--- config.mk ---
export PLATFORM = sky130hd
export DESIGN_NAME = alu_arbiter_flat
export DESIGN_NICKNAME = d
export VERILOG_FILES = /design/src/rtl/alu_arbiter_if.sv /design/src/rtl/alu_arbiter.sv /design/src/flat_wrapper.sv
export SDC_FILE = /design/constraint.sdc
export NUM_CORES = 1
export LEC_CHECK = 0
export BUFFER_PORTS_ARGS = -buffer_cell sky130_fd_sc_hd__clkbuf_2
export CAP_MARGIN = 10
export CORE_ASPECT_RATIO = 0.6
export CORE_UTILIZATION = 57
export CTS_CLUSTER_SIZE = 30
export DETAILED_ROUTE_END_ITERATION = 8
export PLACE_DENSITY = 0.86
export SLEW_MARGIN = 10
export SYNTH_ARGS = -nofsm -noshare
export SYNTH_HDL_FRONTEND = slang
export SYNTH_SLANG_ARGS = --single-unit
--- constraint.sdc ---
create_clock -name clk -period 6.2 [get_ports clk]
set_input_delay 0 -clock clk [delete_from_list [all_inputs] [get_ports clk]]
set_output_delay 0 -clock clk [all_outputs]
set_load 0.02 [all_outputs]
--- src/rtl/alu_arbiter_if.sv ---
// rtl/alu_arbiter_if.sv - request/response bundle between two issuers, the ALU arbiter and its consumer
interface alu_arbiter_if #(
    parameter int TAG_W = 4
);
    logic             req0_valid;
    logic             req0_ready;
    logic [31:0]      req0_a;
    logic [31:0]      req0_b;
    logic [2:0]       req0_op;
    logic [TAG_W-1:0] req0_tag;

    logic             req1_valid;
    logic             req1_ready;
    logic [31:0]      req1_a;
    logic [31:0]      req1_b;
    logic [2:0]       req1_op;
    logic [TAG_W-1:0] req1_tag;

    logic             rsp_valid;
    logic             rsp_ready;
    logic             rsp_id;
    logic [TAG_W-1:0] rsp_tag;
    logic [31:0]      rsp_y;
    logic             rsp_zero;
    logic             rsp_ovf;

    modport slave (
        input  req0_valid, req0_a, req0_b, req0_op, req0_tag,
        input  req1_valid, req1_a, req1_b, req1_op, req1_tag,
        input  rsp_ready,
        output req0_ready, req1_ready,
        output rsp_valid, rsp_id, rsp_tag, rsp_y, rsp_zero, rsp_ovf
    );

    modport master (
        output req0_valid, req0_a, req0_b, req0_op, req0_tag,
        output req1_valid, req1_a, req1_b, req1_op, req1_tag,
        output rsp_ready,
        input  req0_ready, req1_ready,
        input  rsp_valid, rsp_id, rsp_tag, rsp_y, rsp_zero, rsp_ovf
    );
endinterface

--- src/rtl/alu_arbiter.sv ---
// rtl/alu_arbiter.sv - two-port arbiter sharing one ALU with a registered result stage (option macro: ALU_ARB_RR_EN)
module alu_arbiter_alu (
    input  logic [31:0] a_i,
    input  logic [31:0] b_i,
    input  logic [2:0]  op_i,
    output logic [31:0] y_o,
    output logic        ovf_o
);
    logic [31:0] sum;
    logic [31:0] diff;

    assign sum  = a_i + b_i;
    assign diff = a_i - b_i;

    // Decode the op code; overflow is only defined for add and sub
    always_comb begin
        y_o   = 32'd0;
        ovf_o = 1'b0;
        case (op_i)
            3'b010: begin
                y_o   = sum;
                ovf_o = (a_i[31] == b_i[31]) && (sum[31] != a_i[31]);
            end
            3'b110: begin
                y_o   = diff;
                ovf_o = (a_i[31] != b_i[31]) && (diff[31] != a_i[31]);
            end
            3'b000:  y_o = a_i & b_i;
            3'b001:  y_o = a_i | b_i;
            3'b100:  y_o = a_i & ~b_i;
            3'b101:  y_o = a_i | ~b_i;
            3'b111:  y_o = {31'd0, $signed(a_i) < $signed(b_i)};
            default: y_o = 32'd0;
        endcase
    end
endmodule

module alu_arbiter #(
    parameter int TAG_W = 4
) (
    input  logic           clk,
    input  logic           rst,
    alu_arbiter_if.slave   bus
);
    logic             stage_free;
    logic             grant0;
    logic             grant1;
    logic             accept;
    logic [31:0]      a_mux;
    logic [31:0]      b_mux;
    logic [2:0]       op_mux;
    logic [TAG_W-1:0] tag_mux;
    logic [31:0]      alu_y;
    logic             alu_ovf;

    logic             rsp_valid_q, rsp_valid_d;
    logic             rsp_id_q,    rsp_id_d;
    logic [TAG_W-1:0] rsp_tag_q,   rsp_tag_d;
    logic [31:0]      rsp_y_q,     rsp_y_d;
    logic             rsp_zero_q,  rsp_zero_d;
    logic             rsp_ovf_q,   rsp_ovf_d;
`ifdef ALU_ARB_RR_EN
    logic             last_q,      last_d;
`endif

    // A new op may enter whenever the result register is empty or being drained
    assign stage_free = !rsp_valid_q || bus.rsp_ready;

    // Grant selection: single requester wins outright, ties go by round-robin or port 0
    always_comb begin
        grant0 = 1'b0;
        grant1 = 1'b0;
        if (!rst && stage_free) begin
            if (bus.req0_valid && bus.req1_valid) begin
`ifdef ALU_ARB_RR_EN
                grant0 = last_q;
                grant1 = !last_q;
`else
                grant0 = 1'b1;
`endif
            end else begin
                grant0 = bus.req0_valid;
                grant1 = bus.req1_valid;
            end
        end
    end

    assign accept         = grant0 || grant1;
    assign bus.req0_ready = grant0;
    assign bus.req1_ready = grant1;

    assign a_mux   = grant1 ? bus.req1_a   : bus.req0_a;
    assign b_mux   = grant1 ? bus.req1_b   : bus.req0_b;
    assign op_mux  = grant1 ? bus.req1_op  : bus.req0_op;
    assign tag_mux = grant1 ? bus.req1_tag : bus.req0_tag;

    alu_arbiter_alu u_alu (
        .a_i   (a_mux),
        .b_i   (b_mux),
        .op_i  (op_mux),
        .y_o   (alu_y),
        .ovf_o (alu_ovf)
    );

    // Next-state for the result stage: load on accept, drop valid on a plain drain, else hold
    always_comb begin
        rsp_valid_d = rsp_valid_q;
        rsp_id_d    = rsp_id_q;
        rsp_tag_d   = rsp_tag_q;
        rsp_y_d     = rsp_y_q;
        rsp_zero_d  = rsp_zero_q;
        rsp_ovf_d   = rsp_ovf_q;
`ifdef ALU_ARB_RR_EN
        last_d      = last_q;
`endif
        if (accept) begin
            rsp_valid_d = 1'b1;
            rsp_id_d    = grant1;
            rsp_tag_d   = tag_mux;
            rsp_y_d     = alu_y;
            rsp_zero_d  = (alu_y == 32'd0);
            rsp_ovf_d   = alu_ovf;
`ifdef ALU_ARB_RR_EN
            last_d      = grant1;
`endif
        end else if (rsp_valid_q && bus.rsp_ready) begin
            rsp_valid_d = 1'b0;
        end
    end

    // Result register; reset discards any pending result and favours port 0 on the next tie
    always_ff @(posedge clk) begin
        if (rst) begin
            rsp_valid_q <= 1'b0;
            rsp_id_q    <= 1'b0;
            rsp_tag_q   <= '0;
            rsp_y_q     <= 32'd0;
            rsp_zero_q  <= 1'b1;
            rsp_ovf_q   <= 1'b0;
`ifdef ALU_ARB_RR_EN
            last_q      <= 1'b1;
`endif
        end else begin
            rsp_valid_q <= rsp_valid_d;
            rsp_id_q    <= rsp_id_d;
            rsp_tag_q   <= rsp_tag_d;
            rsp_y_q     <= rsp_y_d;
            rsp_zero_q  <= rsp_zero_d;
            rsp_ovf_q   <= rsp_ovf_d;
`ifdef ALU_ARB_RR_EN
            last_q      <= last_d;
`endif
        end
    end

    assign bus.rsp_valid = rsp_valid_q;
    assign bus.rsp_id    = rsp_id_q;
    assign bus.rsp_tag   = rsp_tag_q;
    assign bus.rsp_y     = rsp_y_q;
    assign bus.rsp_zero  = rsp_zero_q;
    assign bus.rsp_ovf   = rsp_ovf_q;
endmodule

--- src/flat_wrapper.sv ---
// flat-port wrapper written by rule: the top's interface ports become plain ports
module alu_arbiter_flat 
#(
    parameter int TAG_W = 4
)
  (clk, rst, bus_req0_valid, bus_req0_a, bus_req0_b, bus_req0_op, bus_req0_tag, bus_req1_valid, bus_req1_a, bus_req1_b, bus_req1_op, bus_req1_tag, bus_rsp_ready, bus_req0_ready, bus_req1_ready, bus_rsp_valid, bus_rsp_id, bus_rsp_tag, bus_rsp_y, bus_rsp_zero, bus_rsp_ovf);
  alu_arbiter_if #(.TAG_W(TAG_W)) bus_i ();
  input  logic clk;
  input  logic rst;
  input wire logic [$bits(bus_i.req0_valid)-1:0] bus_req0_valid;
  input wire logic [$bits(bus_i.req0_a)-1:0] bus_req0_a;
  input wire logic [$bits(bus_i.req0_b)-1:0] bus_req0_b;
  input wire logic [$bits(bus_i.req0_op)-1:0] bus_req0_op;
  input wire logic [$bits(bus_i.req0_tag)-1:0] bus_req0_tag;
  input wire logic [$bits(bus_i.req1_valid)-1:0] bus_req1_valid;
  input wire logic [$bits(bus_i.req1_a)-1:0] bus_req1_a;
  input wire logic [$bits(bus_i.req1_b)-1:0] bus_req1_b;
  input wire logic [$bits(bus_i.req1_op)-1:0] bus_req1_op;
  input wire logic [$bits(bus_i.req1_tag)-1:0] bus_req1_tag;
  input wire logic [$bits(bus_i.rsp_ready)-1:0] bus_rsp_ready;
  output wire logic [$bits(bus_i.req0_ready)-1:0] bus_req0_ready;
  output wire logic [$bits(bus_i.req1_ready)-1:0] bus_req1_ready;
  output wire logic [$bits(bus_i.rsp_valid)-1:0] bus_rsp_valid;
  output wire logic [$bits(bus_i.rsp_id)-1:0] bus_rsp_id;
  output wire logic [$bits(bus_i.rsp_tag)-1:0] bus_rsp_tag;
  output wire logic [$bits(bus_i.rsp_y)-1:0] bus_rsp_y;
  output wire logic [$bits(bus_i.rsp_zero)-1:0] bus_rsp_zero;
  output wire logic [$bits(bus_i.rsp_ovf)-1:0] bus_rsp_ovf;
  assign bus_i.req0_valid = bus_req0_valid;
  assign bus_i.req0_a = bus_req0_a;
  assign bus_i.req0_b = bus_req0_b;
  assign bus_i.req0_op = bus_req0_op;
  assign bus_i.req0_tag = bus_req0_tag;
  assign bus_i.req1_valid = bus_req1_valid;
  assign bus_i.req1_a = bus_req1_a;
  assign bus_i.req1_b = bus_req1_b;
  assign bus_i.req1_op = bus_req1_op;
  assign bus_i.req1_tag = bus_req1_tag;
  assign bus_i.rsp_ready = bus_rsp_ready;
  assign bus_req0_ready = bus_i.req0_ready;
  assign bus_req1_ready = bus_i.req1_ready;
  assign bus_rsp_valid = bus_i.rsp_valid;
  assign bus_rsp_id = bus_i.rsp_id;
  assign bus_rsp_tag = bus_i.rsp_tag;
  assign bus_rsp_y = bus_i.rsp_y;
  assign bus_rsp_zero = bus_i.rsp_zero;
  assign bus_rsp_ovf = bus_i.rsp_ovf;
  alu_arbiter #(.TAG_W(TAG_W)) u_core (.clk(clk), .rst(rst), .bus(bus_i));
endmodule
After elaboration in Yosys (flattened, before gate mapping)

Cells that the tools add are included.

Memory bits (writable): 0
Word-level logic and storage cells: 48
ROM bits: 0
Register bits: 40
Memories: 0
Input bits: 147
Latch bits: 0
Output and inout bits: 42

Add/sub/neg operators: 2
$mul: 0
Mux-type cells: 12
Shifts and indexed selects: 0
Bitwise operators: 5
Reductions and logical operators: 12
Div/mod/pow operators: 0
Order comparisons: 1
Equality and inequality tests: 10

Operators by type and width:

| operator           | count |
|---|---|
| $pmux 32 s7        | 1 |
| $and 32x32->32     | 2 |
| $mux 32            | 2 |
| $or 32x32->32      | 2 |
| $add 32x32->32     | 1 |
| $logic_not 32->1   | 1 |
| $lt 32x32->1       | 1 |
| $not 32->32        | 1 |
| $sub 32x32->32     | 1 |
| $eq 3x3->1 const B | 4 |
| $mux 1             | 6 |
| $logic_and 1x1->1  | 5 |
| $mux 4             | 1 |
| $eq 3x1->1 const B | 1 |
| $eq 3x2->1 const B | 1 |
| $logic_not 3->1    | 1 |
| $mux 3             | 1 |
| $ne 1x1->1         | 3 |
| $logic_not 1->1    | 2 |
| $logic_or 1x1->1   | 2 |
| $pmux 1 s2         | 1 |
| $reduce_bool 2->1  | 1 |
| $eq 1x1->1         | 1 |

Depth between registers and ports, before layout

Word-level depth: 9
Gate-level depth with buffers: 25
Depth with buffers taken out: 19

Hierarchy

From an unflattened synthesis, not the netlist that was laid out.

Cells, all modules: 1059
Area total of the unflattened synthesis: 6771.5 um^2

By module, submodules not included:

| module          | instances | area an instance (um^2) | cells an instance | seq. area each (um^2) |
|---|---|---|---|---|
| alu_arbiter_alu | 1         | 4411.7                  | 657               | 0.0 |
| alu_arbiter     | 1         | 2359.8                  | 402               | 800.8 |

Least setup slack after synthesis

Ideal clock, no wire load.

Kind: reg-to-reg
Start: reg u_core.rsp_valid_q (netlist: u_core.bus.rsp_valid)
End: reg u_core.rsp_zero_q (netlist: u_core.bus.rsp_zero)
Arrival time: 5.762 ns
Slack: 0.369 ns
Data required time: 6.131 ns
Setup time: 0.069 ns
Stages on the path, launching flop included: 25
Path buffers: 7
Period minus slack after synthesis: 5.831 ns
Cells stage by stage: dfxtp_1 -> nand2b_1 -> clkbuf_1 -> nand3_1 -> inv_2 -> buf_2 -> clkbuf_1 -> clkbuf_1 -> buf_1 -> buf_1 -> nand2_1 -> nand2_1 -> ha_1 -> buf_6 -> or4b_4 -> or3_1 -> a2111oi_2 -> nor3_1 -> a21oi_2 -> o2111ai_1 -> a222oi_1 -> o211ai_1 -> nor4_1 -> nand4_1 -> o21ai_1

Cells in the longest elaborated chain, start to end: 9
Elaborated cells between the ends (all ways): 26
Classes of those cells: add/sub: 2; order compare: 1; eq/ne: 6; mux: 6; bitwise: 5; reduce/logical: 6

RTL lines:

| item                                                                   | line               | text |
|---|---|---|
| start, declared                                                        | alu_arbiter.sv:56  | `logic rsp_valid_q, rsp_valid_d;` |
| start signal, assigned                                                 | alu_arbiter.sv:144 | `rsp_valid_q <= rsp_valid_d;` |
| $logic_not 1->1 (*)                                                    | alu_arbiter.sv:67  | `assign stage_free = !rsp_valid_q \|\| bus.rsp_ready;` |
| $logic_or 1x1->1 (*)                                                   | alu_arbiter.sv:67  |  |
| $logic_and 1x1->1 (*)                                                  | alu_arbiter.sv:73  | `if (!rst && stage_free) begin` |
| $mux 1 (*)                                                             | alu_arbiter.sv:73  |  |
| via bus_req1_ready                                                     | flat_wrapper.sv:22 | `output wire logic [$bits(bus_i.req1_ready)-1:0] bus_req1_ready;` |
| parallel branches: the longest is 5 deep, another holds $sub 32x32->32 | n/a                |  |
| end signal, assigned                                                   | alu_arbiter.sv:148 | `rsp_zero_q <= rsp_zero_d;` |
| end, declared                                                          | alu_arbiter.sv:60  | `logic rsp_zero_q, rsp_zero_d;` |

Mark *: on every way through the listed nets, which the timed path passes.
A chain may end at the register's enable or synchronous reset.

Final worst setup path

Start: reg u_core.rsp_valid_q (netlist: u_core.bus.rsp_valid)
End: reg u_core.rsp_zero_q (netlist: u_core.bus.rsp_zero)

Cells in the longest elaborated chain, start to end: 9
Elaborated cells between the ends (all ways): 26
Classes of those cells: add/sub: 2; order compare: 1; eq/ne: 6; mux: 6; bitwise: 5; reduce/logical: 6

RTL lines:

| item                                                                   | line |
|---|---|
| $logic_not 1->1 (*)                                                    | alu_arbiter.sv:67 |
| $logic_or 1x1->1 (*)                                                   | alu_arbiter.sv:67 |
| $logic_and 1x1->1 (*)                                                  | alu_arbiter.sv:73 |
| parallel branches: the longest is 6 deep, another holds $sub 32x32->32 | n/a |

Mark *: on every way between the ends.

==> metrics list <==
- Cells after Synth: 1233
- The worst path uses 91.7% of the clock period.
- The clock net in this run drives a total of 40 sinks.
* Result of the run: completed
- CTS Root Cell: clkbuf_16
- Final Non-Filler Cells: 1553
- The H-tree was split into 2 levels.
* Max-slew headroom: 22.2%
* Initial detailed-routing violation count: 1393
- In this run the remaining antenna-violating nets after routing total 0.
- For the pin with the worst max-slew slack, the measured transition is 1.15 ns.
- Endpoints failing hold: 0
- Final hold analysis gives a worst-case slack of 0.000489 ns.
- Worst Setup Start Kind: flip-flop
- Maximum fanout along the worst path: 25
- Total number of placement rows: 33
- The die is 94.2 um tall.
* Max capacitance violation total: 0
- Part of the Yosys area used for sequential elements: 9.91%
* Maximum number of pins on one net before global-route repair: 66
- Detailed routing inserted a total of 10400 vias.
- Counting tap cells, the placed design contains a total of 1542 instances.
- Final routed wire length divided by cell count: 21.2 um
- In the synthesized netlist the async set-or-reset flop fraction comes to 0%.
* Initial antenna violation count: 1
- Leakage: 4.33 nW
- Drt pass-1 iters: 7
- The min-delay analysis places its worst path in the category primary input to flip-flop.
* Clk buf depth: 2
- For the final routed database, the setup TNS stands at 0 ns.
- Seq cells post-synth: 40
* Number of failing setup endpoints in the final timing report: 0
* Data required time of the critical path: 6.42 ns
- The clock arrives with 0.00813 ns of skew.
- Port buffering added 188 buffers.
- Once layout is complete, the utilization of the core stands at 67.4%.
* Syn Std Cell Area: 8080 um2
* Horizontal die dimension: 156 um
* # nets final: 1572
- Type of element capturing the critical path: flip-flop
- The synthesized design contains 0 enable-type register cells.
- Arrival time reported for the critical path endpoint: 5.91 ns
- Net count of the mapped netlist: 1445
* Final Slew Violations: 0
* Total detailed-routing wirelength: 32900 um
- After detailed routing, the number of remaining DRC violations is 0.
* Clock Latency Late Sink: 0.29 ns
- Area of the die: 14700 um2
* Kind of critical path: flip-flop to flip-flop
- Half-perimeter wire length of the detailed placement result: 25400 um
- Total Routing Usage GR: 43.4%
* Prevailing post-synth register cell: dfxtp_1
- For this configuration, the core starts out at a cell density of 58.7%.
* Pwr/cell area: 178 nW/um2
- The repair_antennas step left the layout with diodes totalling 0.
- The core region is 13700 um2.
- In the routed layout, each cell is associated on average with a via count of 6.68.
- Synth Warn #: 0
- TritonCTS built the clock tree.
* # IOs: 189
- The total overflow left after global routing is 0.
- The first global-routing pass estimated 49200 um of wire.
- Fmax achieved: 176 MHz
* Post-Synthesis Mean Instance Area: 6.55 um2
- Time the worst path needs with I/O delays and setup: 5.68 ns
- Synth unique cells: 80
* Fraction of layout cells with a size suffix above 1: 17.4%
- Compared with the post-synthesis result, the final layout area differs by 14.7%.
- At the end of routability-driven placement, the weighted congestion stood at 1.11.
* Setup repair after global routing missed its margin: false
* Count of cells resized by post-cts repair: 0
* Clock transition at the registers of the reported paths: 0.07 ns
- The number of global-route vias before repair is 8926.
* Number of buffers inserted during clock tree synthesis: 5
* Worst ir drop on vdd: 131 uV
## stage by stage
step	setup slack [ns]	power (mW)	instance area, um2
5_1_grt	0.216	1.72	9260
6_report	0.516	1.65	9260
3_3_place_gp	0.961	1.29	9070
3_5_place_dp	0.878	1.29	9070
2_1_floorplan	0.369	0.982	8080
4_1_cts	0.864	1.59	9260
## worst paths after layout
| check | end | slack [ns] | start | cells after the start |
|---|---|---|---|---|
| worst max-delay path | u_core.bus.rsp_zero | 0.52 | u_core.bus.rsp_valid | 18 |
| worst min-delay path | u_core.bus.rsp_tag[1] | 0.0005 | bus_req1_tag[1] | 3 |
| worst max register to register | u_core.bus.rsp_zero | 0.52 | u_core.bus.rsp_valid | 18 |
| worst min register to register | u_core.bus.rsp_y[8] | 0.46 | u_core.bus.rsp_y[8] | 2 |
## cell families (layout without fill, tap and decap cells)
family,count (synthesis),count (layout),synth area share (%)
XOR/XNOR,69,69,7.48
adder cells (fa/ha/maj),85,85,12.7
buffers and inverters,160,288,7.71
AND/OR/NAND/NOR,470,470,26.1
multiplexers,39,39,4.97
flip-flops,40,40,9.91
AO/OA/AOI/OAI,370,370,31.1
## worst max-delay path, stage by stage, from the launching register on
cell and delay, ns:
dfxtp_1 0.32, nand2b_1 0.25, nand3_4 0.14, inv_2 0.30, buf_4 0.39, mux2i_1 0.53
inv_1 0.10, ha_1 0.44, inv_1 0.25, a21oi_1 0.07, a211oi_1 0.50, a31oi_1 0.26
nor4bb_1 0.49, nor3_1 0.16, mux2_2 0.30, a2111oi_0 0.61, and4b_1 0.29, nand4_1 0.08
o21ai_1 0.15
## cell usage in the layout, fill, tap and decap left out, types with 13 or more instances in the layout
cell	count
xnor2_1	21
a21oi_1	86
o211ai_1	25
clkbuf_2	188
o21ai_0	66
nor2b_1	15
a211oi_1	45
nor2_1	105
o31ai_1	13
nor3_1	28
xor2_1	48
nand3_1	22
maj3_1	20
ha_1	63
buf_4	16
mux2i_1	28
nand2_1	223
inv_1	72
dfxtp_1	40
## what timing repair did
item / CTS / global route
buffers inserted: 0 / 0
hold endpoints to repair: 3 / 0
endpoints found under the setup margin: 0 / 0
hold buffers: 3 / 0
## power by group
group / total (mW) / leakage (nW) / internal (mW) / switching [mW]
clock: 0.299 / 0.0798 / 0.189 / 0.110
combinational: 1.05 / 3.92 / 0.362 / 0.691
sequential: 0.297 / 0.331 / 0.282 / 0.0148
## per-layer routing
metal / share of wire [%] / global-route usage (%) / up-vias
li1: - / - / 4680
met1: 43 / 60.9 / 4708
met2: 37 / 60.6 / 864
met3: 17 / 15.8 / 125
met4: 3.2 / 12.5 / 2
met5: 0.040 / 0 / -
## cell usage after synthesis (all sizes together), types with 11 or more instances
cell    number  share of area (%)
buf         17                1.1
mux2i       30                3.7
a21o        11                1.0
inv         73                3.4
nor3        28                1.7
clkbuf      70                3.3
nand3       23                1.4
xnor2       21                2.3
o21ai       68                4.2
dfxtp       40                9.9
nand2      223                 10
ha          63                9.8
a21oi       87                5.4
o211ai      25                2.3
nor2       105                4.9
nand2b      11               0.85
maj3        20                2.5
o31ai       13                1.2
nor4        11               0.85
xor2        48                5.2
nor2b       15                1.2
a211oi      46                4.3
## state kept, by name, indices dropped and copies added (netlist names)
| signal | flops |
|---|---|
| u_core.bus.rsp_ovf | 1 |
| u_core.bus.rsp_zero | 1 |
| u_core.bus.rsp_y | 32 |
| u_core.bus.rsp_tag | 4 |
| u_core.bus.rsp_id | 1 |
| u_core.bus.rsp_valid | 1 |
## final cells by class
cell class | count | area, um2
Multi-Input combinational cell | 1033 | 6690
Fill cell | 1250 | 4490
Timing Repair Buffer | 207 | 1090
Sequential cell | 40 | 801
Inverter | 73 | 274
Tap cell | 192 | 240
Clock buffer | 5 | 125
Clock inverter | 3 | 42.5
No activity file was read; power rests on OpenSTA's default activity.
